$ cat src/rtl/rr_mux_arbiter_pkg.sv
// Shared constants and FSM state type for the round-robin 4:1 packet arbiter.
package rr_mux_arbiter_pkg;

    localparam int NUM_REQ = 4;
    localparam int SEL_W   = 2;

    typedef enum logic [0:0] {
        IDLE  = 1'b0,
        GRANT = 1'b1
    } state_t;

    // Pointer value out of reset: the scan starts at ptr+1, so requester 0 leads.
    localparam logic [SEL_W-1:0] PTR_RST = 2'd3;

endpackage

$ cat src/rtl/rr_mux_arbiter_pick.sv
// Combinational round-robin choice: first valid index scanning ptr+1 .. ptr+4 (mod 4).
module rr_pick
    import rr_mux_arbiter_pkg::*;
(
    input  logic [NUM_REQ-1:0] req_valid,
    input  logic [SEL_W-1:0]   ptr,
    output logic               found,
    output logic [SEL_W-1:0]   idx
);

    logic [SEL_W-1:0] cand;

    // Walk from the farthest candidate to the nearest so the nearest hit wins.
    always_comb begin
        found = 1'b0;
        idx   = ptr;
        cand  = ptr;
        for (int k = NUM_REQ; k >= 1; k--) begin
            cand = ptr + k[SEL_W-1:0];
            if (req_valid[cand]) begin
                found = 1'b1;
                idx   = cand;
            end
        end
    end

endmodule

$ cat src/rtl/rr_mux_arbiter.sv
// Round-robin 4:1 packet arbiter with a locked grant until the last beat transfers.
module rr_mux_arbiter #(
    parameter int WIDTH   = 8,
    parameter int NUM_REQ = 4
) (
    input  logic                     clk,
    input  logic                     rst,
    input  logic [NUM_REQ-1:0]       req_valid,
    input  logic [NUM_REQ*WIDTH-1:0] req_data,
    input  logic [NUM_REQ-1:0]       req_last,
    output logic [NUM_REQ-1:0]       req_ready,
    output logic                     out_valid,
    output logic [WIDTH-1:0]         out_data,
    output logic                     out_last,
    input  logic                     out_ready,
    output logic [1:0]               sel,
    output logic                     busy
);

    import rr_mux_arbiter_pkg::*;

    state_t           state;
    logic [SEL_W-1:0] ptr;
    logic             pick_found;
    logic [SEL_W-1:0] pick_idx;
    logic             granted;
    logic             xfer_last;
    logic [WIDTH-1:0] word [NUM_REQ];

    rr_pick u_pick (
        .req_valid (req_valid),
        .ptr       (ptr),
        .found     (pick_found),
        .idx       (pick_idx)
    );

    for (genvar i = 0; i < NUM_REQ; i++) begin : g_word
        assign word[i] = req_data[i*WIDTH +: WIDTH];
    end

    // Outputs depend only on registered state/sel plus same-cycle inputs.
    assign granted   = (state == GRANT);
    assign busy      = granted;
    assign out_data  = word[sel];
    assign out_valid = granted & req_valid[sel];
    assign out_last  = granted & req_last[sel];
    assign xfer_last = out_valid & out_ready & out_last;

    always_comb begin
        req_ready = '0;
        if (granted) begin
            req_ready[sel] = out_ready;
        end
    end

    always_ff @(posedge clk or posedge rst) begin
        if (rst) begin
            state <= IDLE;
            sel   <= '0;
            ptr   <= PTR_RST;
        end else begin
            case (state)
                IDLE: begin
                    if (pick_found) begin
                        sel   <= pick_idx;
                        state <= GRANT;
                    end
                end
                GRANT: begin
                    // Grant stays locked until the end-of-packet beat is accepted.
                    if (xfer_last) begin
                        ptr   <= sel;
                        state <= IDLE;
                    end
                end
                default: state <= IDLE;
            endcase
        end
    end

endmodule

$ cat config.mk
export PLATFORM = sky130hd
export DESIGN_NAME = rr_mux_arbiter
export DESIGN_NICKNAME = d
export VERILOG_FILES = /design/src/rtl/rr_mux_arbiter_pkg.sv /design/src/rtl/rr_mux_arbiter_pick.sv /design/src/rtl/rr_mux_arbiter.sv
export SDC_FILE = /design/constraint.sdc
export NUM_CORES = 1
export LEC_CHECK = 0
export BUFFER_PORTS_ARGS = -buffer_cell sky130_fd_sc_hd__buf_2
export CAP_MARGIN = 20
export CELL_PAD_IN_SITES_DETAIL_PLACEMENT = 1
export CELL_PAD_IN_SITES_GLOBAL_PLACEMENT = 2
export CORE_ASPECT_RATIO = 1.25
export CORE_MARGIN = 2
export CORE_UTILIZATION = 20
export CTS_CLUSTER_DIAMETER = 30
export DETAILED_ROUTE_END_ITERATION = 10
export HOLD_SLACK_MARGIN = 0.06
export PLACE_DENSITY_LB_ADDON = 0.08
export SETUP_SLACK_MARGIN = 0.2
export SYNTH_ARGS = -nofsm -noshare
export SYNTH_HDL_FRONTEND = slang
export SYNTH_SLANG_ARGS = --single-unit
$ cat constraint.sdc
create_clock -name clk -period 2.7 [get_ports clk]
set_clock_uncertainty 0.2 [all_clocks]
set_input_delay 0.405 -clock clk [delete_from_list [all_inputs] [get_ports clk]]
set_output_delay 0.405 -clock clk [all_outputs]
set_load 0.02 [all_outputs]
==> results of run 1 <==
## layout by cell type, fill, tap and decap left out, types with 3 or more instances in the layout
cell,count
buf_2,59
mux4_2,7
inv_1,4
nor2_1,3
nand2_1,3
a21oi_1,3
mux4_1,3
clkbuf_4,3
## cell families (layout without fill, tap and decap cells)
group,count (synthesis),after routing,share of synthesized area
flip-flops,5,5,0.208
AND/OR/NAND/NOR,19,19,0.186
buffers and inverters,7,69,0.0714
multiplexers,13,13,0.443
AO/OA/AOI/OAI,8,8,0.0918
## report_power, final
| part | leakage [nW] | switching (mW) | internal (mW) | total [mW] |
|---|---|---|---|---|
| registers | 0.0534 | 0.0852 | 0.125 | 0.210 |
| logic | 0.440 | 0.331 | 0.317 | 0.648 |
| clock network | 0.0150 | 0.0294 | 0.0558 | 0.0852 |
| total | 0.508 | 0.445 | 0.497 | 0.943 |
## layout make-up
type / count / area, um^2 / area share
well taps: 36 / 45.0 / 0.0465
inverters: 4 / 15.0 / 0.0155
repair buffers: 61 / 313 / 0.323
flip-flops and latches: 5 / 129 / 0.133
clock buffers: 4 / 26.3 / 0.0271
multi-input cells: 40 / 442 / 0.455
## stage by stage
stage	utilization	area [um^2]	instances
after floorplan	-	613	52
after global placement	0.316	932	145
after detailed placement	0.316	932	145
after CTS	0.329	968	150
after global routing	0.329	970	150
final	0.329	970	150
## registers in the layout, indices dropped and copies added, names as in the netlist
signal	flops
sel	2
ptr	2
busy	1
## path summary, 6_finish.rpt
| kind | depth (start not counted) | end | slack (ns) |
|---|---|---|---|
| worst max-delay path | 3 | out_valid | 0.41 |
| worst min-delay path | 3 | busy | 0.29 |
| worst max register to register | 3 | ptr[0] | 0.84 |
| worst min register to register | 2 | ptr[1] | 0.34 |
| max in group asynchronous | 3 | ptr[1] | 1.66 |
| min in group asynchronous | 3 | busy | 0.40 |
## layer usage
metal	up-vias	GRT usage	part of all wire
li1	333	-	-
met1	308	0.180	0.45
met2	31	0.193	0.47
met3	0	0.0249	0.080
met4	0	0.00962	0
met5	-	0	0
## synth_stat cells
library cell | count | area [um^2]
mux4_2 | 7 | 158
inv_1 | 4 | 15.0
a21oi_1 | 3 | 15.0
dfrtp_1 | 3 | 75.1
mux4_1 | 3 | 78.8
nand2_1 | 3 | 11.3
nor2_1 | 3 | 11.3
a21o_1 | 2 | 15.0
and2_1 | 2 | 12.5
dfstp_2 | 2 | 52.6
mux2i_1 | 2 | 20.0
nand3_1 | 2 | 10.0
nor3_1 | 2 | 10.0
a211o_1 | 1 | 8.76
a31o_2 | 1 | 8.76
a41oi_1 | 1 | 8.76
and2_2 | 1 | 7.51
and3b_1 | 1 | 8.76
buf_1 | 1 | 3.75
buf_6 | 1 | 11.3
clkbuf_8 | 1 | 13.8
mux2_4 | 1 | 15.0
nand2b_1 | 1 | 6.26
nand4_2 | 1 | 12.5
or2_2 | 1 | 6.26
or3_1 | 1 | 6.26
or4_4 | 1 | 11.3
## repair_timing
item / 4_1_cts / 5_1_grt
setup endpoints to repair: 0 / 1
hold endpoints to repair: 3 / 0
hold buffers: 1 / 0
gates resized for setup: 0 / 1
## tightest hold or removal path, delay by kind of cell
kind	cells	cell delay (ns)
simple gates	1	0.07
buf+inv	1	0.13
compound gates	1	0.10
==> run metrics, run 1 <==
status finished clean; first-pass GRT wire length 3240 um; length of the first detailed-routing pass in iterations 3; Worst setup SP type flip-flop; post-layout min period 2.29 ns; Pwr Total 943 uW; worst path arrival time 1.69 ns; PortBufs 59; Peak supply drop 748 uV; highest clock rate 436 MHz; fillcell total 374; Mapped Avg Cell Area 11.8 um^2; num ports 60; # diodes 0; FF-to-FF Start sel[1]; DR WL/cell 13.8 um; cts bufs inserted 3; initial antenna violation count 0; sequential area share after synthesis 0.208; Post-Syn Area 613 um^2; setup_tns 0 ns; Max-Slew Margin vs Limit 0.805; Initial DRC Count 4; Leak 0.508 nW; crit path kind reg2out; family with the most delay on the worst path multiplexers; Worst-Skew Late Latency 0.24 ns; Via-to-Cell Ratio 4.48; final wirelength 2070 um; hpwl dp 1790 um; FP Rows 22; die area 0.00353 mm^2; Clock Path Buffers 2; vias in the first global route 651; Area Growth Syn to Fin 58.2%; setup violation total in the final timing report 0; nets@finish 158; RD Place Congestion 0.625; YS warnings 0; Buf+Inv Stages, Crit Path 1; WHS 0.294 ns; Initial Util 0.208; Least-Margin Pin Slew 0.293 ns; Root Driver clkbuf_4; ANT nets after route 0; CTS clk-pin slew, worst paths 0.05 ns; Hold WC Path Type in2reg; pin count of the biggest net entering global routing 15; synth unique cells 27; crit-path cells mux4_2, and2_1, buf_2; crit path from sel[1]; Tot GR Track Use 0.123; Req. time, crit path 2.10 ns; grt ovf 0; crit-path max cell delay 0.59 ns; Hold Vio Cnt, Final 0; final period utilization 0.850; setup bufs post-CTS 0; #FFs+latches synth 5; Setup crit end kind primary output; slack of the critical path 0.405 ns; CP max-delay cell mux4_2; power density cells 972 mW/mm^2; H-tree depth 1; DR vias 672; CP Max Fanout 14; Min-Delay Startpoint out_ready; number of max-slew violations in the final report 0; die height 65.9 um; Cells after Synth 52; worst slack at placement 0.487 ns; CTS tree built; die width 53.5 um; CORE AREA 0.00295 mm^2; layout cells sized above 1 0.693; clk sinks 5; RSZ-0062 raised after global routing false; post-route DRC violation count 0; Mapped Nets 95; Max Cap Violations 0
Power figures use the tool's default switching activity.
==> run 2: changes to the inputs <==
--- a/config.mk
+++ b/config.mk
@@ -11,7 +11,7 @@
 export CELL_PAD_IN_SITES_GLOBAL_PLACEMENT = 2
 export CORE_ASPECT_RATIO = 1.25
 export CORE_MARGIN = 2
-export CORE_UTILIZATION = 20
+export CORE_UTILIZATION = 18
 export CTS_CLUSTER_DIAMETER = 30
 export DETAILED_ROUTE_END_ITERATION = 10
 export HOLD_SLACK_MARGIN = 0.06
==> constraint.sdc (replaced) <==
create_clock -name clk -period 2.25 [get_ports clk]
set_clock_uncertainty 0.2 [all_clocks]
set_input_delay 0.3375 -clock clk [delete_from_list [all_inputs] [get_ports clk]]
set_output_delay 0.3375 -clock clk [all_outputs]
set_load 0.02 [all_outputs]
==> run 2 against run 1 <==
  * Setup slack lost 0.16 ns
  * Cell area grew 9.4%
  * Sequential share of layout area shrank 1.1 points
  * Global-route usage shrank 1.3 points
  * Clock power grew 94%
  * Final cell count grew 6.0%
  * Die area grew 10%
  * Critical path depth is the same
  * Sequential power grew 5%
  * Critical path type unchanged
  * Largest cell class unchanged
==> run metrics, run 2 (same netlist as run 1, synthesis figures left out) <==
status finished clean; final period utilization 0.893; CP max-delay cell mux4_1; Leak 0.559 nW; RD Place Congestion 0.719; Hold Vio Cnt, Final 0; clk sinks 5; crit-path max cell delay 0.53 ns; Max Cap Violations 0; commonest cells after routing, fill and taps aside buf_2 (58), buf_4 (8), mux4_2 (7), inv_1 (4); setup violation total in the final timing report 0; highest clock rate 498 MHz; Worst Reg-to-Reg Cells 4; Tot GR Track Use 0.110; Peak supply drop 529 uV; power density cells 1270 mW/mm^2; Root Driver clkbuf_8; CTS clk-pin slew, worst paths 0.04 ns; RSZ-0062 raised after global routing true; crit-path cells buf_6, mux4_1, buf_2; H-tree depth 1; grt ovf 0; Setup crit end kind primary output; post-route DRC violation count 0; CP Max Fanout 5; Hold WC Path Type in2reg; Req. time, crit path 1.71 ns; Area Growth Syn to Fin 73.1%; setup_tns 0 ns; die area 0.00389 mm^2; initial antenna violation count 0; vias in the first global route 718; Initial DRC Count 24; die height 69.3 um; PortBufs 59; die width 56.2 um; number of max-slew violations in the final report 0; CORE AREA 0.00322 mm^2; Hold Crit Depth 3; cts bufs inserted 3; layout cells sized above 1 0.713; ANT nets after route 0; Max-Slew Margin vs Limit 0.842; Worst-Skew Late Latency 0.22 ns; WHS 0.248 ns; num ports 60; Least-Margin Pin Slew 0.234 ns; DR vias 743; # diodes 0; hpwl dp 1870 um; first-pass GRT wire length 3530 um; Final Util 0.329; crit path kind reg2out; Initial Util 0.190; pin count of the biggest net entering global routing 11; reg2reg setup slack 0.47 ns; final wirelength 2280 um; Clock Path Buffers 2; commonest non-fill, non-tap cell in the layout buf_2; nets@finish 166; worst path arrival time 1.47 ns; Worst setup SP type flip-flop; post-layout min period 2.01 ns; Via-to-Cell Ratio 4.67; FP Rows 23; length of the first detailed-routing pass in iterations 4; DR WL/cell 14.3 um; CTS tree built
## run 2: worst paths after layout
path / from / end
setup / recovery: sel[0] / out_data[7]
hold / removal: out_ready / busy
max in group asynchronous: rst / ptr[1]
min in group asynchronous: rst / sel[0]
hold reg to reg: ptr[1] / ptr[1]
setup reg to reg: sel[0] / ptr[0]
## run 2: worst max-delay path, delay by kind of cell (launching register included)
| kind | cells | cell delay (ns) |
|---|---|---|
| buf+inv | 2 | 0.31 |
| flops | 1 | 0.40 |
| mux | 1 | 0.53 |
## run 2: routing by layer
metal	share of wire	global-route usage
met1	0.41	0.145
met2	0.49	0.176
met3	0.10	0.0336
met4	0	0.0238
met5	0	0
## run 2: where the power goes
part | leakage (nW) | internal, mW | switching (mW)
combinational | 0.483 | 0.486 | 0.473
sequential | 0.0538 | 0.150 | 0.0700
clock | 0.0228 | 0.122 | 0.0431
## run 2: cell type report
cell class	count	area [um^2]
multi-input combinational	40	443
clock buffer	4	45.0
fill	397	2160
inverter	4	15.0
timing repair buffer	69	383
sequential	5	129
tap	37	46.3
## run 2: what timing repair did
item	CTS	global route
hold endpoints to repair	5	0
setup buffers	1	3
resized for setup	1	5
endpoints found under the setup margin	6	9
gates cloned	0	1
hold buffers	1	0
## run 2: stage by stage
step	power, mW	std cells	worst slack [ns]	area (um^2)
after CTS	1.29	155	0.196	1020
after detailed placement	1.10	149	0.392	956
after global placement	1.09	149	0.397	956
final	1.34	159	0.241	1060
after floorplan	0.825	52	0.343	613
after global routing	1.44	159	0.187	1060
